[config.mk]
export PLATFORM = sky130hd
export DESIGN_NAME = iiitb_alu
export DESIGN_NICKNAME = d
export VERILOG_FILES = /design/src/rtl/iiitb_alu.sv
export SDC_FILE = /design/constraint.sdc
export NUM_CORES = 1
export LEC_CHECK = 0
export CAP_MARGIN = 20
export CORE_MARGIN = 4
export CORE_UTILIZATION = 51
export DETAILED_ROUTE_END_ITERATION = 10
export PLACE_DENSITY = 0.77
export SYNTH_ARGS = -nofsm -noshare
export SYNTH_HDL_FRONTEND = slang
export SYNTH_SLANG_ARGS = --single-unit
[constraint.sdc]
create_clock -name clk -period 0.8 [get_ports clk]
set_input_delay 0.08 -clock clk [delete_from_list [all_inputs] [get_ports clk]]
set_output_delay 0.08 -clock clk [all_outputs]
set_load 0.005 [all_outputs]
[src/rtl/iiitb_alu.sv]
// 4-bit, 16-operation ALU. The opcode selects one operation on operands A and B,
// and the result is registered on ALU_out with one cycle of latency.
module iiitb_alu (
    input  logic       clk,
    input  logic       rst,
    input  logic [3:0] A,
    input  logic [3:0] B,
    input  logic [3:0] instruction,
    output logic [3:0] ALU_out
);

    typedef enum logic [3:0] {
        OP_ADD  = 4'h0,
        OP_SUB  = 4'h1,
        OP_MUL  = 4'h2,
        OP_DIV  = 4'h3,
        OP_SHL  = 4'h4,
        OP_SHR  = 4'h5,
        OP_ROL  = 4'h6,
        OP_ROR  = 4'h7,
        OP_AND  = 4'h8,
        OP_OR   = 4'h9,
        OP_XOR  = 4'hA,
        OP_NOR  = 4'hB,
        OP_NAND = 4'hC,
        OP_XNOR = 4'hD,
        OP_GT   = 4'hE,
        OP_EQ   = 4'hF
    } alu_op_t;

    alu_op_t    op_s;
    logic [7:0] product_s;
    logic [3:0] quotient_s;
    logic [3:0] result_s;

    assign op_s = alu_op_t'(instruction);

    // Full 8-bit product is formed and then truncated to the low nibble.
    assign product_s = {4'b0000, A} * {4'b0000, B};

    // A zero divisor yields a zero quotient rather than an undefined value.
    always_comb begin
        quotient_s = 4'h0;
        if (B != 4'h0) begin
            quotient_s = A / B;
        end else begin
            quotient_s = 4'h0;
        end
    end

    // Combinational result selection.
    always_comb begin
        result_s = 4'h0;
        case (op_s)
            OP_ADD:  result_s = A + B;
            OP_SUB:  result_s = A - B;
            OP_MUL:  result_s = product_s[3:0];
            OP_DIV:  result_s = quotient_s;
            OP_SHL:  result_s = {A[2:0], 1'b0};
            OP_SHR:  result_s = {1'b0, A[3:1]};
            OP_ROL:  result_s = {A[2:0], A[3]};
            OP_ROR:  result_s = {A[0], A[3:1]};
            OP_AND:  result_s = A & B;
            OP_OR:   result_s = A | B;
            OP_XOR:  result_s = A ^ B;
            OP_NOR:  result_s = ~(A | B);
            OP_NAND: result_s = ~(A & B);
            OP_XNOR: result_s = ~(A ^ B);
            OP_GT:   result_s = (A > B) ? 4'h1 : 4'h0;
            OP_EQ:   result_s = (A == B) ? 4'h1 : 4'h0;
            default: result_s = 4'h0;
        endcase
    end

    // Output register; reset clears it immediately and drops any pending result.
    always_ff @(posedge clk or posedge rst) begin
        if (rst) begin
            ALU_out <= 4'h0;
        end else begin
            ALU_out <= result_s;
        end
    end

endmodule

==> impl_results.md <==
- Outcome: finished with violations
- Failing checks: setup timing
- Global placer's final weighted congestion: ~0.95
- P_leak: between 1 and 1.5 nW
- Starting DRT DRC Count: a little under 200
- Largest net degree at the start of global routing: 19
- Peak Freq: roughly 280 MHz
- CTS Sinks: 4
- Detailed-route via count: around 1,800
- Worst path required time: between 0.9 and 1 ns
- IO Count: 18
- Worst slew pin tran: a little under 0.5 ns
- DRT Wirelength: roughly 5.9 mm
- Syn Area/Cell: 8.14 um^2
- Mapped Nets: approximately 220
- Area delta synth->final: 57.2%
- Initial antenna violation count: 0
- FILL cells: ~150
- N_diodes: 0
- Per-cell routed wire length: about 21 um
- DRC: 0
- Multi-input gate area: roughly 1400 um^2
- VDD IR-drop max: between 1 and 1.5 mV
- Synth Instances: ~180
- # hold bufs at CTS: 0
- Layout cells sized above 1: 0.450
- Setup TNS: -6.87 ns
- Worst-path clk slew: approximately 0.060 ns
- Largest register FFs: 4
- Hold Worst Slack: around 0.027 ns
- Power density over cell area: 930 nW/um^2
- Die area: 3740 um^2
- Drt pass-1 iters: 4
- Vias in the first global route: ~1,700
- CP startpoint kind: primary input
- Final Cycle Share: 4.49
- Register Area: ~100 um^2
- Placed insts: 262
- Num rows: 19
- Fin nets: between 200 and 300
- Crit. End Element: register
- Die width: about 60 um
- Dominant cell type by area after synthesis: ha_1
- Post-synth ARST share: 1.00
- Biggest register: ALU_out
- HPWL after DPL: roughly 3.7 mm
- Area share of the largest cell type after synthesis: 0.252
- Final worst slack: -2.79 ns
- WS Path Type: primary input to register
- Maximum clock insertion buffer count: 2
- Slew Limit Fails: 0
- Top cells by count, synth: ha_1, nand2_1, inv_1
- Remaining Overflow, GRT: 0
- EDFF count, synth: 0
- Hold Violations, Final: 0
- RSZ-0062 raised after global routing: true
- Synth warn: 0
- Final setup fails: 7
- Port Buffers: 17
- Pre-CTS WS: -3.33 ns
- Post-synthesis cell type count: between 50 and 60
- Worst rel slew slack: 0.673
- CTS tree: built
- Syn Std Cell Area: between 1000 and 1500 um^2
- Vias per inst: between 6 and 7
- Critical Path Fanout Max: 4
- Leading registers by flop count: ALU_out x4
- Cell Count, Final, Fillers Out: 280
- Die Y: around 60 um
- Ys flop type: dfrtp_1
- CTS buffer count: 3
- Number of synthesized register bits: 4
- Worst min-delay path class: primary input to asynchronous set/reset pin
- Global-route wire length before repair: 7.81 mm
- Root Buffer: clkbuf_4
- Core Box Area: 2730 um^2
- Initial Utilization: 0.527
- Final Critical Period: roughly 3.6 ns
- Register area share after synthesis: 0.0695
- Routed Antenna Nets: 0
- Most common cell in the netlist: ha_1
- Max_cap viols: 0
- Largest cells by area after synthesis: ha_1, dfrtp_1, xnor2_1, o21ai_0, nand2_1
- Arrival time worst endpoint: 3.72 ns
- All-Layer GR Usage: 0.282
- # H-tree levels: 1
area by class of cell:
type | count | area share
flip-flops and latches | 4 | 0.0442
multi-input cells | 149 | 0.614
inverters | 15 | 0.0282
clock buffers | 3 | 0.00995
repair buffers | 78 | 0.286
well taps | 31 | 0.0171
metal layers:
metal	part of all wire	vias up	routed length [um]	global-route usage
met1	0.37	821	2190	0.336
met3	0.078	41	457	0.0566
met4	0.059	0	345	0.108
li1	-	775	-	-
met2	0.49	115	2880	0.494
met5	0	-	0	0
critical path, cell delays in order:
cell	delay, ns
buf_8	0.10
nor3_4	0.26
a21oi_2	0.11
a21oi_2	0.17
ha_1	0.29
o21a_1	0.14
o211ai_1	0.22
buf_4	0.16
nand2_1	0.07
o21ai_2	0.09
ha_1	0.29
o21a_1	0.17
o21ai_4	0.16
a21oi_4	0.09
nor2_2	0.10
a21oi_2	0.04
ha_1	0.26
a21boi_2	0.15
o21a_1	0.18
o21ai_1	0.16
nand2b_1	0.08
a211o_1	0.34
cells by family (layout without fill, tap and decap cells):
group                    after synthesis  after routing  share of synthesized area
AO/OA/AOI/OAI                         52             52                      0.260
AND/OR/NAND/NOR                       46             46                      0.163
adder cells (fa/ha/maj)               31             31                      0.280
buffers and inverters                 24             96                     0.0825
XOR/XNOR                              14             14                     0.0999
multiplexers                           6              6                     0.0452
flip-flops                             4              4                     0.0695
placed cells by master (no fill, tap or decap), types with 3 or more instances in the layout:
cell,count
buf_4,55
ha_1,22
nand2_1,14
inv_1,11
o21ai_0,10
nor2_1,9
buf_6,8
xnor2_1,7
a21oi_1,7
ha_4,6
clkdlybuf4s50_1,5
buf_2,5
dfrtp_1,4
a21oi_2,4
xor2_1,4
nand2b_1,4
o21a_1,3
o211ai_1,3
nand2_2,3
nand3_1,3
clkbuf_4,3
where the power goes:
| group | total [mW] | switching, mW | leakage, nW | internal (mW) |
|---|---|---|---|---|
| clock network | 0.298 | 0.127 | 0.0138 | 0.171 |
| logic | 1.56 | 0.756 | 0.968 | 0.808 |
| registers | 0.242 | 0.0108 | 0.0479 | 0.231 |
| total | 2.10 | 0.894 | 1.03 | 1.21 |
path summary, 6_finish.rpt:
path | start | end | slack [ns] | cells after the start
min in group clk | A[1] | ALU_out[1] | 0.44 | 5
max in group asynchronous | rst | ALU_out[3] | 0.58 | 2
max | B[2] | ALU_out[0] | -2.79 | 22
min | rst | ALU_out[2] | 0.03 | 2
what timing repair did:
action                     in CTS  in global routing
cloned                          0                  0
buffers inserted                9                  6
setup endpoints to repair       8                  8
resized for setup              70                 11
pin swaps                      22                 16
stage by stage:
step | power (mW) | area (um^2) | util
after global placement | 1.47 | 2010 | 0.735
after CTS | 1.86 | 2160 | 0.791
final | 2.10 | 2260 | 0.828
after global routing | 2.22 | 2260 | 0.828
after detailed placement | 1.52 | 2010 | 0.735
after floorplan | 0.966 | 1510 | -
(Power assumes the default switching activity.)
